--- src/rtl/layer_pkg.sv ---
// Types and constants shared by the flattening and unflattening layers.
package layer_pkg;

   typedef enum logic {
      LOAD = 1'b0,
      SEND = 1'b1
   } layer_state_e;

   typedef enum logic [1:0] {
      FLAT_IDLE   = 2'd0,
      FLAT_GATHER = 2'd1,
      FLAT_EMIT   = 2'd2
   } flat_state_e;

   // Counter width that never collapses to zero for single-entry ranges.
   function automatic int clog2_min1(input int n);
      return (n > 1) ? $clog2(n) : 1;
   endfunction

endpackage

--- src/rtl/image_buffer.sv ---
// Frame store for the unflattening layer: one write port for whole images,
// combinational read of one pixel index across several image slots at once.
module image_buffer
   import layer_pkg::*;
#(
   parameter int BitSize     = 4,
   parameter int ImageSize   = 4,
   parameter int NumOfImages = 4,
   parameter int NumRdPorts  = 2,
   localparam int KW = clog2_min1(NumOfImages),
   localparam int PW = clog2_min1(ImageSize)
) (
   input  logic                                    clk,
   input  logic                                    wr_en,
   input  logic [KW-1:0]                           wr_img,
   input  logic [ImageSize-1:0][BitSize-1:0]       wr_data,
   input  logic [NumRdPorts-1:0][KW-1:0]           rd_img,
   input  logic [PW-1:0]                           rd_pix,
   output logic [NumRdPorts-1:0][BitSize-1:0]      rd_data
);

   logic [ImageSize-1:0][BitSize-1:0] mem_q [NumOfImages];
   logic [ImageSize-1:0][BitSize-1:0] mem_d [NumOfImages];

   always_comb begin
      mem_d = mem_q;
      for (int n = 0; n < NumOfImages; n++) begin
         if (wr_en && (wr_img == KW'(n))) mem_d[n] = wr_data;
      end
   end

   // Contents are deliberately left unreset; a frame is always fully reloaded.
   always_ff @(posedge clk) begin
      mem_q <= mem_d;
   end

   always_comb begin
      rd_data = '0;
      for (int l = 0; l < NumRdPorts; l++) begin
         for (int n = 0; n < NumOfImages; n++) begin
            if (rd_img[l] == KW'(n)) rd_data[l] = mem_q[n][rd_pix];
         end
      end
   end

endmodule

--- src/rtl/unflattening_layer.sv ---
// Collects NumOfImages image vectors, then streams them out pixel by pixel,
// highest pixel first, across NumOfInputs lanes over CyclesPerPixel cycles.
module unflattening_layer
   import layer_pkg::*;
#(
   parameter int BitSize        = 4,
   parameter int ImageSize      = 4,
   parameter int NumOfImages    = 4,
   parameter int NumOfInputs    = 2,
   parameter int CyclesPerPixel = 2
) (
   input  logic                                   clk,
   input  logic                                   res_n,
   input  logic                                   in_valid,
   output logic                                   in_ready,
   input  logic [ImageSize-1:0][BitSize-1:0]      in_data,
   input  logic                                   out_stall,
   output logic [NumOfImages-1:0]                 out_valid,
   output logic [NumOfInputs-1:0][BitSize-1:0]    out_data,
   output logic                                   frame_done,
   output layer_state_e                           state_dbg
);

   localparam int KW = clog2_min1(NumOfImages);
   localparam int PW = clog2_min1(ImageSize);
   localparam int CW = clog2_min1(CyclesPerPixel);

   layer_state_e   state_q, state_d;
   logic [KW-1:0]  k_q, k_d;
   logic [PW-1:0]  p_q, p_d;
   logic [CW-1:0]  c_q, c_d;
   logic           wr_en;
   logic [NumOfInputs-1:0][KW-1:0]      rd_img;
   logic [NumOfInputs-1:0][BitSize-1:0] rd_data;

   // Handshake: an image is taken on a rising edge where in_valid && in_ready.
   // in_ready is gated by res_n so nothing is offered while reset is held.
   assign in_ready  = res_n & (state_q == LOAD);
   assign wr_en     = in_valid & in_ready;
   assign state_dbg = state_q;

   image_buffer #(
      .BitSize     (BitSize),
      .ImageSize   (ImageSize),
      .NumOfImages (NumOfImages),
      .NumRdPorts  (NumOfInputs)
   ) u_buf (
      .clk     (clk),
      .wr_en   (wr_en),
      .wr_img  (k_q),
      .wr_data (in_data),
      .rd_img  (rd_img),
      .rd_pix  (p_q),
      .rd_data (rd_data)
   );

   always_ff @(posedge clk or negedge res_n) begin
      if (!res_n) begin
         state_q <= LOAD;
         k_q     <= '0;
         p_q     <= PW'(ImageSize - 1);
         c_q     <= '0;
      end else begin
         state_q <= state_d;
         k_q     <= k_d;
         p_q     <= p_d;
         c_q     <= c_d;
      end
   end

   always_comb begin
      state_d    = state_q;
      k_d        = k_q;
      p_d        = p_q;
      c_d        = c_q;
      frame_done = 1'b0;
      case (state_q)
         LOAD: begin
            if (wr_en) begin
               if (k_q == KW'(NumOfImages - 1)) begin
                  k_d     = '0;
                  state_d = SEND;
               end else begin
                  k_d = k_q + 1'b1;
               end
            end
         end
         SEND: begin
            if (!out_stall) begin
               if (c_q == CW'(CyclesPerPixel - 1)) begin
                  c_d = '0;
                  if (p_q == '0) begin
                     frame_done = 1'b1;
                     p_d        = PW'(ImageSize - 1);
                     state_d    = LOAD;
                  end else begin
                     p_d = p_q - 1'b1;
                  end
               end else begin
                  c_d = c_q + 1'b1;
               end
            end
         end
         default: state_d = LOAD;
      endcase
   end

   // Lane l of cycle c shows image c*NumOfInputs+l; slots past the last image stay dark.
   always_comb begin
      out_valid = '0;
      out_data  = '0;
      rd_img    = '0;
      if (state_q == SEND) begin
         for (int l = 0; l < NumOfInputs; l++) begin
            if ((int'(c_q) * NumOfInputs + l) < NumOfImages) begin
               rd_img[l]   = KW'(int'(c_q) * NumOfInputs + l);
               out_data[l] = rd_data[l];
               for (int n = 0; n < NumOfImages; n++) begin
                  if (n == int'(c_q) * NumOfInputs + l) out_valid[n] = 1'b1;
               end
            end
         end
      end
   end

endmodule

--- config.mk ---
export PLATFORM = sky130hd
export DESIGN_NAME = unflattening_layer
export DESIGN_NICKNAME = d
export VERILOG_FILES = /design/src/rtl/layer_pkg.sv /design/src/rtl/image_buffer.sv /design/src/rtl/unflattening_layer.sv
export SDC_FILE = /design/constraint.sdc
export NUM_CORES = 1
export LEC_CHECK = 0
export BUFFER_PORTS_ARGS = -buffer_cell sky130_fd_sc_hd__buf_4
export CAP_MARGIN = 5
export CORE_AREA = 2 2 78 95
export DETAILED_ROUTE_END_ITERATION = 10
export DIE_AREA = 0 0 80 97
export GPL_ROUTABILITY_DRIVEN = 0
export PLACE_DENSITY = 0.66
export SYNTH_ARGS = -nofsm -noshare
export SYNTH_HDL_FRONTEND = slang
export SYNTH_HIERARCHICAL = 1
export SYNTH_SLANG_ARGS = --single-unit
--- constraint.sdc ---
create_clock -name clk -period 2.5 [get_ports clk]
set_clock_uncertainty 0.2 [all_clocks]
set_input_delay 0.125 -clock clk [delete_from_list [all_inputs] [get_ports clk]]
set_output_delay 0.125 -clock clk [all_outputs]
set_load 0.01 [all_outputs]
**After elaboration in Yosys (flattened, before gate mapping)**

Cells that the tools add are included.

- Add/subtract/negate cells: 4
- Magnitude comparators: 3
- Eq/ne operators: 12
- Muxes and demuxes: 44
- Bitwise logic cells: 4
- Reduce and logical (&&, ||, !) cells: 13

Operators with widths:

| cell | count |
|---|---|
| 4-bit two-way mux | 17 |
| 32-bit zero test | 2 |
| 4-bit binary-select mux with 2-bit select | 4 |
| 2-bit by 32-bit == test with 1-bit output, first input constant | 1 |
| 3-bit by 32-bit == test with 1-bit output, first input constant | 1 |
| 32-bit by 4-bit < comparator with 1-bit output, second input constant | 1 |
| 1-bit two-way mux | 16 |
| 2-bit == test, second input constant | 6 |
| 2-bit zero test | 4 |
| 2-bit two-way mux | 4 |
| 8-bit two-way mux | 1 |
| 2-bit by 1-bit == test with 1-bit output, second input constant | 3 |
| 2-bit by 3-bit < comparator with 1-bit output, second input constant | 2 |
| 1-bit logical AND | 4 |
| 2-bit AND reduction | 2 |
| 2-bit by 1-bit adder with 3-bit output, second input constant | 1 |
| 2-bit by 3-bit == test with 1-bit output, first input constant | 1 |
| 3-bit two-way mux | 1 |
| 3-bit AND reduction | 1 |
| 2-bit by 1-bit adder with 2-bit output, second input constant | 1 |
| 1-bit AND | 2 |
| 1-bit inverter | 2 |
| 1-bit one-hot mux with 2 select lines | 1 |
| 2-bit by 1-bit subtractor with 2-bit output, second input constant | 1 |
| 1-bit adder, second input constant | 1 |

- Flip-flop bits (word level): 70
- Bits of input ports: 20
- Output and inout port bits: 15
- Word-level logic and storage cells: 100

**Depth between registers and ports, before layout**

Gate-level depths: netlist of the first run.

- Depth in word-level cells: 11
- Gate-level depth with buffers: 6
- Gate-level depth less buffers: 5

**By module**

Netlist of the first run, hierarchy kept.

By module, submodules not included:

| module | times used | cells an instance | area each (um^2) | sequential area each (um^2) |
|---|---|---|---|---|
| image_buffer | 1 | 127 | 2612.5 | 1921.8 |
| unflattening_layer | 1 | 40 | 406.6 | 152.6 |

**Worst setup path after synthesis of the first run**

OpenSTA, ideal clock, no wires.

- Kind: register -> register
- Start: register state_q (netlist: state_dbg)
- End: register u_buf/mem_q[48] (netlist name) (enable)
- Setup time: 0.413 ns
- Arrival: 2.119 ns
- Data required time: 1.887 ns
- Path slack: -0.232 ns
- Stages on the path, launching flop included: 4
- Path buffers: 1
- Clock period less this slack: 2.732 ns
- Cell sequence: dfrtp_1 > and3b_1 > buf_6 > nor3b_1

- Longest elaborated chain between the ends: 4

RTL lines:

| element | line | RTL |
|---|---|---|
| start, declared | unflattening_layer.sv:28 | `layer_state_e state_q, state_d;` |
| start signal, assigned | unflattening_layer.sv:64 | `state_q <= state_d;` |
| 1-bit inverter | n/a |  |
| 1-bit AND | unflattening_layer.sv:38 | `assign in_ready = res_n & (state_q == LOAD);` |
| 1-bit AND | unflattening_layer.sv:39 | `assign wr_en = in_valid & in_ready;` |
| named net wr_en | unflattening_layer.sv:32 | `logic wr_en;` |
| 1-bit logical AND | image_buffer.sv:28 | `if (wr_en && (wr_img == KW'(n))) mem_d[n] = wr_data;` |
| end signal, assigned | image_buffer.sv:34 | `mem_q <= mem_d;` |
| end, declared | image_buffer.sv:22 | `logic [ImageSize-1:0][BitSize-1:0] mem_q [NumOfImages];` |

The timed path passes the listed nets, and every way through them passes these cells.
A chain may end at the register's enable or synchronous reset.

==> metrics.yaml, run 1 <==
p_leak_uw: 0.00142
cp_slowest_cell: "dfstp_2"
cts_sinks: 70
slew_violations: 0
die-area_um2: 7760
grt_overflow_total: 0
core-area_um2: 6770
ys_seq_elements: 70
grt_pass1_wl_um: 8990
power_switching_uw: 1230
clockBufferDepth: 2
slew_headroom: 0.625
initial_core_util: 0.446
grt_max_degree: 19
cts_root_buf: "clkbuf_8"
critPathKind: "reg2out"
fill_cells: 561
hold-worst-slack_ns: 0.0903
postPlaceCellArea_um2: 3410
internal_power_uw: 2630
drtIter0Drc: 82
setup_viol: 0
p_total_uw: 3860
ys_seq_area_frac: 0.687
critPathBufInv: 2
vias: 1732
die_y_um: 97
cts_buffers: 9
max_cap_violations: 0
crit_path_end_kind: "primary output"
area_growth_pct: 26.2
drtPass1Iterations: 4
crit_path_max_incr_delay_ns: 0.57
fp-row-count: 33
fin_nets: 261
antenna_found_initial: 0
timing.final.crit_share: 0.995
drtAntennaViolNets: 0
routed_wl_um: 5660
rsz0062_at_grt: "true"
timing_hold_violations_final: 0
worst_pin_slew_ns: 0.561
io_buffers: 34
layout_commonest_cell: "edfxtp_1"
min_period_ns: 2.49
h-tree-depth: 3
pwr-share-clk: 0.196
drive_gt1_frac: 0.340
p_per_area_nw_per_um2: 1010
path_cells: "buf_12 > mux4_2 > a22oi_2 > nand3_1 > and2_4 > buf_6"
outcome: "finished clean"
fmax_mhz: 402
irDropWorstVdd_mv: 0.637
swShare: 0.319
grt_pass1_vias: 1845
worst_slack_ns: 0.0121
critical-path-top-delay-family: "flip-flops"
yosysUniqueCellTypes: 30
routed_via_density: 5.23
place_hpwl_um: 3690
tns_ns: 0
r2r-end: "u_buf/mem_q[60]"
syn_area_per_cell_um2: 18.1
netlist_area_um2: 3020
die_x_um: 80
ioPinCount: 35
drc: 0
reg2reg_depth: 3
yosysWarnings: 6
clk_latency_ns: 0.34
path_max_fanout: 10
reg2reg_slack_ns: 0.68
final_cell_mix: "64 x edfxtp_1, 38 x buf_4, 19 x dlygate4sd3_1"
worst_setup_path_start_kind: "flip-flop"
synth_cells: 167
wl_per_cell_um: 17.1
power_frac_comb: 0.400
cts_tree: "yes"
power_frac_seq: 0.405
r2r_start: "state_dbg"
hold_class: "in2async"
worst_ep_required_time_ns: 2.17
stdcell_area_um2: 3810
grt_usage: 0.159
path_clk_slew_ns: 0.07
diodes: 0
dp_worst_setup_slack_ns: 0.216
worst-endpoint-arrival_ns: 2.16
timing repair:
action                     4_1_cts  5_1_grt
hold endpoints to repair        74        0
pin swaps                        1        0
setup buffers                    2        0
setup endpoints to repair        8        8
hold buffers                    19        0
resized for setup               10       10
how the worst max path moves through the flow:
stage	startpoint	endpoint	slack, ns	cells after the start
after floorplan	state_dbg	u_buf/mem_q[16]	0.29	4
after global placement	p_q[0]	out_data[5]	0.26	6
after detailed placement	p_q[0]	out_data[4]	0.22	6
after CTS	p_q[0]	out_data[4]	-0.05	6
after global routing	p_q[0]	out_data[1]	-0.11	6
final	p_q[0]	out_data[5]	0.01	6
layer usage:
metal  up-vias  track usage  share of wire
met1       866        0.192           0.41
li1        802            -              -
met3         9       0.0410          0.045
met4         0       0.0808          0.016
met5         -            0              0
met2        55        0.260           0.52
metrics by stage:
| step | utilization | instances |
|---|---|---|
| after detailed placement | 0.504 | 294 |
| final | 0.563 | 331 |
| after global routing | 0.563 | 331 |
| after CTS | 0.557 | 331 |
| after floorplan | - | 173 |
| after global placement | 0.504 | 294 |
cell usage after synthesis:
| master | number | area, µm² |
|---|---|---|
| nor2b_1 | 6 | 37.5 |
| conb_1 | 1 | 3.75 |
| and2b_2 | 1 | 8.76 |
| nor3b_1 | 1 | 7.51 |
| and2_1 | 9 | 56.3 |
| ha_1 | 2 | 25.0 |
| dfrtp_1 | 4 | 100 |
| and3_1 | 1 | 6.26 |
| buf_6 | 2 | 22.5 |
| xnor2_1 | 1 | 8.76 |
| a22o_1 | 1 | 8.76 |
| buf_12 | 1 | 20.0 |
| a22oi_2 | 1 | 12.5 |
| mux2i_1 | 2 | 20.0 |
| clkbuf_1 | 2 | 7.51 |
| and3b_1 | 2 | 17.5 |
| inv_1 | 2 | 7.51 |
| nand3b_1 | 2 | 15.0 |
| mux4_2 | 2 | 45.0 |
| edfxtp_1 | 64 | 1920 |
| nand2_1 | 10 | 37.5 |
| or2b_1 | 1 | 7.51 |
| buf_4 | 2 | 15.0 |
| dfstp_2 | 2 | 52.6 |
| mux4_1 | 14 | 368 |
| buf_2 | 1 | 5.00 |
| mux2_4 | 2 | 30.0 |
| nand3_1 | 16 | 80.1 |
| nor2_1 | 5 | 18.8 |
| a22oi_1 | 7 | 52.6 |
power groups by stage:
| stage | clock (µW) | combinational, µW | sequential [µW] |
|---|---|---|---|
| detailed placement | 0 | 1340 | 1590 |
| finish | 755 | 1540 | 1560 |
| global route | 827 | 1680 | 1580 |
| global placement | 0 | 1310 | 1590 |
| CTS | 781 | 1450 | 1560 |
| floorplan | 0 | 963 | 1530 |
layout make-up:
class / instances / area, µm² / area share
inverters: 2 / 7.51 / 0.00197
multi-input cells: 93 / 902 / 0.237
clock buffers: 9 / 124 / 0.0325
clock inverters: 7 / 41.3 / 0.0108
flip-flops and latches: 70 / 2070 / 0.544
repair buffers: 63 / 552 / 0.145
well taps: 87 / 109 / 0.0286
sequential cells by signal (all words and copies together) (netlist names):
register     cells
u_buf/mem_q     64
k_q              2
p_q              2
c_q              1
state_dbg        1
cell families after synthesis:
group	synth area share
AND/OR/NAND/NOR	0.0970
adder cells (fa/ha/maj)	0.00829
AO/OA/AOI/OAI	0.0245
flip-flops	0.687
buffers and inverters	0.0257
multiplexers	0.153
XOR/XNOR	0.00290
other	0.00124
Power figures use the tool's default switching activity.
==> run 2, diff against run 1 <==
--- a/config.mk
+++ b/config.mk
@@ -7,11 +7,14 @@
 export LEC_CHECK = 0
 export BUFFER_PORTS_ARGS = -buffer_cell sky130_fd_sc_hd__buf_4
 export CAP_MARGIN = 5
-export CORE_AREA = 2 2 78 95
+export CELL_PAD_IN_SITES_DETAIL_PLACEMENT = 1
+export CELL_PAD_IN_SITES_GLOBAL_PLACEMENT = 1
+export CORE_AREA = 2 2 79 96
 export DETAILED_ROUTE_END_ITERATION = 10
-export DIE_AREA = 0 0 80 97
+export DIE_AREA = 0 0 81 98
 export GPL_ROUTABILITY_DRIVEN = 0
-export PLACE_DENSITY = 0.66
+export HOLD_SLACK_MARGIN = 0.06
+export PLACE_DENSITY_LB_ADDON = 0.1
 export SYNTH_ARGS = -nofsm -noshare
 export SYNTH_HDL_FRONTEND = slang
 export SYNTH_HIERARCHICAL = 1
==> metrics.yaml, run 2 (same netlist as run 1, synthesis figures left out) <==
drive_gt1_frac: 0.376
timing.final.crit_share: 1.02
final_core_util: 0.555
final_cell_mix: "64 x edfxtp_1, 36 x buf_4, 19 x dlygate4sd3_1"
grt_pass1_wl_um: 10200
r2r_start: "state_dbg"
die_y_um: 98
timing_hold_violations_final: 0
worst_setup_path_start_kind: "flip-flop"
grt_usage: 0.178
clk_latency_ns: 0.34
fp-row-count: 34
min_period_ns: 2.55
worst_ep_required_time_ns: 2.17
worst-endpoint-arrival_ns: 2.22
dp_worst_setup_slack_ns: 0.225
cts_buffers: 9
top_register: "u_buf/mem_q"
critPathKind: "reg2out"
hold_class: "in2async"
worst_slack_ns: -0.0486
max_cap_violations: 0
die_x_um: 81
grt_max_degree: 19
hold-worst-slack_ns: 0.0774
drtPass1Iterations: 4
cts_tree: "yes"
path_cells: "buf_12 > mux4_2 > a22oi_2 > nand3_1 > and2_1 > buf_4"
setup_viol: 7
antenna_found_initial: 0
top_regs: "u_buf/mem_q (64), k_q (2), p_q (2)"
core-area_um2: 7060
cts_sinks: 70
tns_ns: -0.186
irDropWorstVdd_mv: 0.648
clockBufferDepth: 2
routed_wl_um: 6520
violations: "negative setup slack"
place_hpwl_um: 4230
critical-path-top-delay-family: "flip-flops"
vias: 1731
grt_overflow_total: 0
grt_pass1_vias: 1847
path_max_fanout: 9
cts_root_buf: "clkbuf_8"
rsz0062_at_grt: "true"
routed_via_density: 5.17
h-tree-depth: 3
crit_path_max_incr_delay_ns: 0.59
reg2reg_slack_ns: 0.63
p_per_area_nw_per_um2: 1080
fmax_mhz: 392
cp_slowest_cell: "dfstp_2"
ioPinCount: 35
path_clk_slew_ns: 0.08
drtAntennaViolNets: 0
stdcell_count: 335
outcome: "complete, but fails checks"
dp.cells: 296
die-area_um2: 7940
critPathBufInv: 2
io_buffers: 34
drc: 0
initial_core_util: 0.428
fin_nets: 262
crit_path_end_kind: "primary output"
slew_violations: 0
p_leak_uw: 0.00147
largest_reg_flops: 64
area_growth_pct: 29.7
r2r-end: "u_buf/mem_q[55]"
wl_per_cell_um: 19.5
reg2reg_depth: 3
layout_commonest_cell: "edfxtp_1"
diodes: 0
drtIter0Drc: 121
==> run 2: layout make-up <==
cell class,instances,area (µm²)
tap,90,113
inverter,2,7.51
multi-input combinational,93,917
clock buffer,9,124
timing repair buffer,64,584
sequential,70,2070
clock inverter,7,96.3
fill,670,3150
==> run 2: where the power goes <==
part | switching, µW | internal [µW] | total (µW)
Sequential | 149 | 1430 | 1580
Combinational | 737 | 926 | 1660
Clock | 426 | 565 | 991
==> run 2: metal layers <==
metal / vias to the layer above / GRT usage / routed length (µm)
met2: 50 / 0.292 / 3320
met4: 0 / 0.0782 / 126
met3: 11 / 0.0323 / 310
li1: 801 / - / -
met1: 869 / 0.230 / 2760
met5: - / 0 / 0
==> run 2: worst max-delay path by stage <==
stage               from  slack [ns]               to  depth (start not counted)
2_1_floorplan  state_dbg        0.29  u_buf/mem_q[16]                          4
5_1_grt           p_q[0]       -0.13      out_data[5]                          6
6_report          p_q[0]       -0.05      out_data[0]                          6
3_5_place_dp      p_q[0]        0.23      out_data[4]                          6
4_1_cts           p_q[0]        -0.1      out_data[0]                          6
3_3_place_gp      p_q[0]        0.26      out_data[6]                          6
==> run 2: metrics by stage <==
step                      power, µW  area (µm²)
after global placement         2900        3410
after detailed placement       2960        3410
final                          4230        3920
after global routing           4460        3920
after floorplan                2490        3050
after CTS                      4040        3820
==> run 2: repair_timing <==
action | 4_1_cts | 5_1_grt
hold endpoints to repair | 74 | 0
buffers inserted | 0 | 3
gates resized for setup | 10 | 19
setup endpoints to repair | 8 | 8
hold buffers | 19 | 0
cloned | 0 | 1
